==> src/rtl/mdu_pkg.sv <==
// Shared encodings for the multiply/divide sequencer: op codes, FSM states and iteration count.
package mdu_pkg;

    localparam int MDU_ITER = 32;

    typedef enum logic [1:0] {
        MDU_MULT  = 2'd0,
        MDU_MULTU = 2'd1,
        MDU_DIV   = 2'd2,
        MDU_DIVU  = 2'd3
    } mdu_op_e;

    typedef enum logic [2:0] {
        S_IDLE = 3'd0,
        S_PREP = 3'd1,
        S_RUN  = 3'd2,
        S_FIX  = 3'd3,
        S_DONE = 3'd4
    } mdu_state_e;

    // MULT and DIV are signed; the low op bit marks the unsigned variants.
    function automatic logic mdu_is_signed(input logic [1:0] op);
        return ~op[0];
    endfunction

    function automatic logic mdu_is_div(input logic [1:0] op);
        return op[1];
    endfunction

endpackage

==> src/rtl/mdu_core.sv <==
// Unsigned shift-add multiply / restoring divide datapath, one bit per enabled cycle.
// hi/lo hold {partial product} or {remainder, quotient} depending on div_mode_i.
module mdu_core #(
    parameter int WIDTH = 32
) (
    input  logic             clk,
    input  logic             reset,
    input  logic             load_i,
    input  logic             iter_en_i,
    input  logic             div_mode_i,
    input  logic [WIDTH-1:0] a_i,
    input  logic [WIDTH-1:0] b_i,
    output logic [WIDTH-1:0] hi_o,
    output logic [WIDTH-1:0] lo_o
);

    logic [WIDTH-1:0] hi_q;
    logic [WIDTH-1:0] lo_q;
    logic [WIDTH-1:0] m_q;

    logic [WIDTH:0]   add_a;
    logic [WIDTH:0]   add_b;
    logic             cin;
    logic [WIDTH+1:0] sum;
    logic             carry;

    // Divide subtracts via the inverted operand plus carry-in; carry-out set means no borrow.
    always_comb begin
        add_a = {1'b0, hi_q};
        add_b = '0;
        cin   = 1'b0;
        if (div_mode_i) begin
            add_a = {hi_q, lo_q[WIDTH-1]};
            add_b = ~{1'b0, m_q};
            cin   = 1'b1;
        end else if (lo_q[0]) begin
            add_b = {1'b0, m_q};
        end
        sum   = {1'b0, add_a} + {1'b0, add_b} + {{(WIDTH+1){1'b0}}, cin};
        carry = sum[WIDTH+1];
    end

    always_ff @(posedge clk) begin
        if (reset) begin
            hi_q <= '0;
            lo_q <= '0;
            m_q  <= '0;
        end else if (load_i) begin
            hi_q <= '0;
            lo_q <= div_mode_i ? a_i : b_i;
            m_q  <= div_mode_i ? b_i : a_i;
        end else if (iter_en_i) begin
            if (div_mode_i) begin
                hi_q <= carry ? sum[WIDTH-1:0] : add_a[WIDTH-1:0];
                lo_q <= {lo_q[WIDTH-2:0], carry};
            end else begin
                hi_q <= sum[WIDTH:1];
                lo_q <= {sum[0], lo_q[WIDTH-1:1]};
            end
        end
    end

    assign hi_o = hi_q;
    assign lo_o = lo_q;

endmodule

==> src/rtl/mdu_seq.sv <==
// Iterative MULT/MULTU/DIV/DIVU sequencer owning HI/LO, with MTHI/MTLO writes.
// Optional macro MDU_FAST_ZERO_EN: multiplies with a zero operand finish straight from PREP.
module mdu_seq
    import mdu_pkg::*;
#(
    parameter int WIDTH = 32,
    parameter int ITER  = WIDTH
) (
    input  logic             clk,
    input  logic             reset,
    input  logic             start,
    input  logic [1:0]       op,
    input  logic [WIDTH-1:0] A,
    input  logic [WIDTH-1:0] B,
    input  logic             mt_hi,
    input  logic             mt_lo,
    input  logic [WIDTH-1:0] mt_data,
    output logic             busy,
    output logic             done,
    output logic [WIDTH-1:0] HI,
    output logic [WIDTH-1:0] LO
);

    localparam int CW = (ITER > 1) ? $clog2(ITER) : 1;
    localparam logic [WIDTH-1:0]   ONE_W  = {{(WIDTH-1){1'b0}}, 1'b1};
    localparam logic [2*WIDTH-1:0] ONE_2W = {{(2*WIDTH-1){1'b0}}, 1'b1};

    mdu_state_e       state_q;
    logic [1:0]       op_q;
    logic [WIDTH-1:0] a_q;
    logic [WIDTH-1:0] b_q;
    logic [CW-1:0]    cnt_q;
    logic             neg_q;
    logic             rem_neg_q;
    logic [WIDTH-1:0] hi_q;
    logic [WIDTH-1:0] lo_q;
    logic             busy_q;
    logic             done_q;

    logic             a_neg_d;
    logic             b_neg_d;
    logic [WIDTH-1:0] a_mag_d;
    logic [WIDTH-1:0] b_mag_d;
    logic [WIDTH-1:0] core_hi;
    logic [WIDTH-1:0] core_lo;
    logic [WIDTH-1:0] fix_hi_d;
    logic [WIDTH-1:0] fix_lo_d;
    logic [2*WIDTH-1:0] prod;
    logic [2*WIDTH-1:0] prod_neg;

    always_comb begin
        a_neg_d = mdu_is_signed(op_q) & a_q[WIDTH-1];
        b_neg_d = mdu_is_signed(op_q) & b_q[WIDTH-1];
        a_mag_d = a_neg_d ? (~a_q) + ONE_W : a_q;
        b_mag_d = b_neg_d ? (~b_q) + ONE_W : b_q;
    end

    mdu_core #(
        .WIDTH(WIDTH)
    ) u_core (
        .clk        (clk),
        .reset      (reset),
        .load_i     (state_q == S_PREP),
        .iter_en_i  (state_q == S_RUN),
        .div_mode_i (mdu_is_div(op_q)),
        .a_i        (a_mag_d),
        .b_i        (b_mag_d),
        .hi_o       (core_hi),
        .lo_o       (core_lo)
    );

    // Sign correction on the unsigned magnitude result; remainder follows the dividend.
    always_comb begin
        prod     = {core_hi, core_lo};
        prod_neg = (~prod) + ONE_2W;
        if (mdu_is_div(op_q)) begin
            fix_lo_d = neg_q     ? (~core_lo) + ONE_W : core_lo;
            fix_hi_d = rem_neg_q ? (~core_hi) + ONE_W : core_hi;
        end else begin
            {fix_hi_d, fix_lo_d} = neg_q ? prod_neg : prod;
        end
    end

    always_ff @(posedge clk) begin
        if (reset) begin
            state_q   <= S_IDLE;
            op_q      <= MDU_MULT;
            a_q       <= '0;
            b_q       <= '0;
            cnt_q     <= '0;
            neg_q     <= 1'b0;
            rem_neg_q <= 1'b0;
            hi_q      <= '0;
            lo_q      <= '0;
            busy_q    <= 1'b0;
            done_q    <= 1'b0;
        end else begin
            case (state_q)
                S_IDLE: begin
                    if (start) begin
                        op_q    <= op;
                        a_q     <= A;
                        b_q     <= B;
                        busy_q  <= 1'b1;
                        state_q <= S_PREP;
                    end
                end
                S_PREP: begin
                    neg_q     <= a_neg_d ^ b_neg_d;
                    rem_neg_q <= a_neg_d;
                    if (mdu_is_div(op_q) && (b_q == '0)) begin
                        hi_q    <= a_q;
                        lo_q    <= '1;
                        busy_q  <= 1'b0;
                        done_q  <= 1'b1;
                        state_q <= S_DONE;
`ifdef MDU_FAST_ZERO_EN
                    end else if (!mdu_is_div(op_q) && ((a_q == '0) || (b_q == '0))) begin
                        hi_q    <= '0;
                        lo_q    <= '0;
                        busy_q  <= 1'b0;
                        done_q  <= 1'b1;
                        state_q <= S_DONE;
`endif
                    end else begin
                        cnt_q   <= CW'(ITER - 1);
                        state_q <= S_RUN;
                    end
                end
                S_RUN: begin
                    if (cnt_q == '0) begin
                        state_q <= S_FIX;
                    end else begin
                        cnt_q <= cnt_q - 1'b1;
                    end
                end
                S_FIX: begin
                    hi_q    <= fix_hi_d;
                    lo_q    <= fix_lo_d;
                    busy_q  <= 1'b0;
                    done_q  <= 1'b1;
                    state_q <= S_DONE;
                end
                S_DONE: begin
                    done_q  <= 1'b0;
                    state_q <= S_IDLE;
                end
                default: begin
                    busy_q  <= 1'b0;
                    done_q  <= 1'b0;
                    state_q <= S_IDLE;
                end
            endcase

            // HI/LO are never written by the case arms in IDLE or DONE, so these cannot collide.
            if ((state_q == S_IDLE) || (state_q == S_DONE)) begin
                if (mt_hi) hi_q <= mt_data;
                if (mt_lo) lo_q <= mt_data;
            end
        end
    end

    assign busy = busy_q;
    assign done = done_q;
    assign HI   = hi_q;
    assign LO   = lo_q;

endmodule

==> config.mk <==
export PLATFORM = sky130hd
export DESIGN_NAME = mdu_seq
export DESIGN_NICKNAME = d
export VERILOG_FILES = /design/src/rtl/mdu_pkg.sv /design/src/rtl/mdu_core.sv /design/src/rtl/mdu_seq.sv
export SDC_FILE = /design/constraint.sdc
export NUM_CORES = 1
export LEC_CHECK = 0
export CORE_UTILIZATION = 55
export CTS_CLUSTER_SIZE = 40
export DETAILED_ROUTE_END_ITERATION = 8
export HOLD_SLACK_MARGIN = 0.1
export PLACE_DENSITY = 0.86
export SLEW_MARGIN = 20
export SYNTH_ARGS = -nofsm -noshare
export SYNTH_HDL_FRONTEND = slang
export SYNTH_SLANG_ARGS = --single-unit
==> constraint.sdc <==
create_clock -name clk -period 6.2 [get_ports clk]
set_clock_uncertainty 0.2 [all_clocks]
set_input_delay 1.86 -clock clk [delete_from_list [all_inputs] [get_ports clk]]
set_output_delay 1.86 -clock clk [all_outputs]
set_load 0.01 [all_outputs]
==> reports/metrics.cfg <==
[clock_network]
h-tree-depth = 1
cts_buffer_depth = 3
cts_tree = yes
post-cts-setup-buffers = 0
cts.sinks = 238
cts_root_buf = clkbuf_16
clk_latency_ns = 0.57
hold_buffers = 0
cts_buffers = 27
ctsResizeCount = 0
path_clk_slew_ns = 0.06

[sta]
setup_viol = 0
min_period_ns = 5.00
finalSetupTns_ns = 0
hold_viol_final = 0
rsz0062_at_grt = no
slew_headroom = 0.262
drv_slew = 0
tightest_slew_ns = 1.11
timing.fmax_mhz = 200
post-route-period-util = 0.807

[yosys]
synth.distinct_cells = 83
synthesis.area_um2 = 16600
synth-seq-cells = 238
syn-num-nets = 2421
ys_warn_count = 0
avgSynthCellArea_um2 = 7.27
synth_cells = 2279
synth_edf_count = 0
ys.flop_type = dfxtp_1
ys_seq_area_frac = 0.288
synthArstFlopShare = 0

[grt]
antenna_found_initial = 1
grt_usage = 0.390
grt_pass1_vias = 16500
grt_pass1_wl_um = 94400
grt-ovfl-total = 0
grt_max_degree = 105

[route]
dr_total_vias = 18000
drt_first_pass_iters = 8
drt_iter0_drc = 2475
drcViolationCount = 0
routed_wl_um = 61300
ant_nets = 0
wl_per_cell_um = 22.6
vias_per_cell = 6.62

[die]
chipWidth_um = 176
die_h_um = 176
die_area_um2 = 30800
ios = 169
initial_core_util = 0.559
placementRows = 63
core_area_um2 = 29600

[cells_and_area]
seqCellArea_um2 = 4770
layout.cells.most_common_list = nand2_1 (351), a21oi_1 (263), dfxtp_1 (237)
mostFrequentLayoutCell = nand2_1
drive_gt1_frac = 0.0612
nNetsFinal = 2443
n_fill_cell = 2623
multiInputGateArea_um2 = 10900
fin_area_um2 = 19200
synthToLayoutAreaGrowth_pct = 16.0
diodes = 0
final_core_util = 0.648

[power_and_ir_drop]
peakVddDrop_mv = 0.274
power_leakage_uw = 0.00716
p_per_area_nw_per_um2 = 278

[place]
port_buffers = 168
dp_hpwl_um = 44800
gp_congestion = 1.01
placed_area_um2 = 18200

[setup_path]
start_kind = register
r2r_cells = 12
cp-end-kind = register
worst-r2r-setup-slack_ns = 1.20
reg2reg_to = u_core.hi_o[4]
slowest_stage = nor2_2
crit_required_ns = 6.45
slowest_delay_ns = 0.86
path_buf_inv = 2
path_cells = inv_2 -> buf_4 -> o21ai_0 -> ha_1 -> a21oi_1 -> o211ai_1 -> o21a_1 -> o21ai_0 -> nand2_1 -> nor2_2 -> o211ai_1 -> a31o_2
worstPathArrival_ns = 5.25
worst-path-max-fanout = 48
timing.rr.start = op_q[1]
crit_family = compound AO/OA/AOI/OAI gates
crit_type = reg -> reg

[worst_hold_path]
min_to = u_core.m_q[2]
hold_class = reg -> reg
min_path_cells = 2
hold_start = u_core.m_q[2]

[job]
maxCapViolCount = 0

[status]
status = finished clean

worst min-delay path, delay by kind of cell, from the launching register on:
family	cells	cell delay, ns
compound gates	1	0.05
flops	1	0.32
simple gates	1	0.05
where the power goes:
group | internal [µW] | switching [µW]
Combinational | 612 | 958
Sequential | 1670 | 231
Clock | 1180 | 700
Total | 3460 | 1890
logic make-up (layout without fill, tap and decap cells):
| group | count (synthesis) | in the layout | synth area share |
|---|---|---|---|
| muxes | 71 | 71 | 0.0475 |
| xor gates and xnor gates | 150 | 150 | 0.0793 |
| DFF | 238 | 238 | 0.288 |
| adders and majority gates | 39 | 39 | 0.0304 |
| and+or+nand+nor | 817 | 817 | 0.222 |
| AOI/OAI and AO/OA | 738 | 738 | 0.280 |
| buffers and inverters | 226 | 269 | 0.0527 |
layer usage:
layer  track usage  wire (µm)  up-vias
met5        0.0128         69        -
met4         0.221       3970        4
met3        0.0675       6500      238
met2         0.580      25900     1102
met1         0.530      24900     8362
li1              -          -     8251
worst max-delay path by stage:
stage,startpoint,end,slack [ns],depth (start not counted)
finish,op_q[1],u_core.hi_o[4],1.20,12
floorplan,op_q[1],u_core.hi_o[29],1.61,16
global placement,op_q[1],u_core.hi_o[29],1.41,12
detailed placement,op_q[1],u_core.hi_o[29],1.33,12
global route,op_q[1],u_core.hi_o[21],0.81,12
CTS,op_q[1],u_core.hi_o[29],1.30,12
Yosys cell counts, drive strengths merged, types with 5 or more instances:
master | instances | area share
a211o | 6 | 0.0032
o21a | 16 | 0.0073
xor2 | 81 | 0.043
or4 | 14 | 0.0066
o22ai | 33 | 0.012
or2 | 8 | 0.0030
and2 | 14 | 0.0053
a211oi | 42 | 0.019
dfxtp | 238 | 0.29
o31a | 7 | 0.0037
o41ai | 5 | 0.0026
nand2b | 16 | 0.0060
o211ai | 62 | 0.028
nand3 | 44 | 0.014
mux2i | 37 | 0.022
nand3b | 5 | 0.0023
inv | 27 | 0.0061
o31ai | 32 | 0.015
nand4 | 10 | 0.0038
a21o | 11 | 0.0050
a221o | 16 | 0.0097
a31oi | 19 | 0.0072
a32o | 12 | 0.0073
nor2 | 218 | 0.050
or3 | 24 | 0.0091
nor3 | 55 | 0.017
a31o | 5 | 0.0026
or4b | 6 | 0.0039
mux2 | 31 | 0.021
nand2 | 351 | 0.080
nor4 | 23 | 0.011
and3 | 12 | 0.0045
o21ai | 148 | 0.045
xnor2 | 69 | 0.036
a21oi | 263 | 0.079
ha | 37 | 0.028
nor2b | 9 | 0.0034
a221oi | 5 | 0.0030
clkbuf | 170 | 0.039
buf | 29 | 0.0080
a311oi | 14 | 0.0074
stage by stage:
| step | hold WS, ns | setup WS (ns) | power [µW] | cells |
|---|---|---|---|---|
| CTS | 0.263 | 1.30 | 5290 | 2712 |
| detailed placement | 0.254 | 1.33 | 3440 | 2662 |
| finish | 0.265 | 1.20 | 5350 | 2712 |
| floorplan | 0.228 | 1.61 | 2880 | 2279 |
| global route | 0.277 | 0.811 | 5540 | 2712 |
| global placement | 0.245 | 1.41 | 3400 | 2662 |
registers in the layout, indices dropped and copies added, names as in the netlist:
register	cells
neg_q	1
LO	32
u_core.m_q	32
state_q	3
done	1
cnt_q	5
a_q	32
op_q	2
busy	1
u_core.lo_o	32
rem_neg_q	1
u_core.hi_o	32
HI	32
b_q	32
area by class of cell:
type / instances / share of cell area
Clock buffer: 35 / 0.0383
Sequential cell: 238 / 0.248
Clock inverter: 15 / 0.0154
Tap cell: 390 / 0.0254
Inverter: 27 / 0.00528
Multi-Input combinational cell: 1815 / 0.570
Timing Repair Buffer: 192 / 0.0976
(Power assumes the default switching activity.)
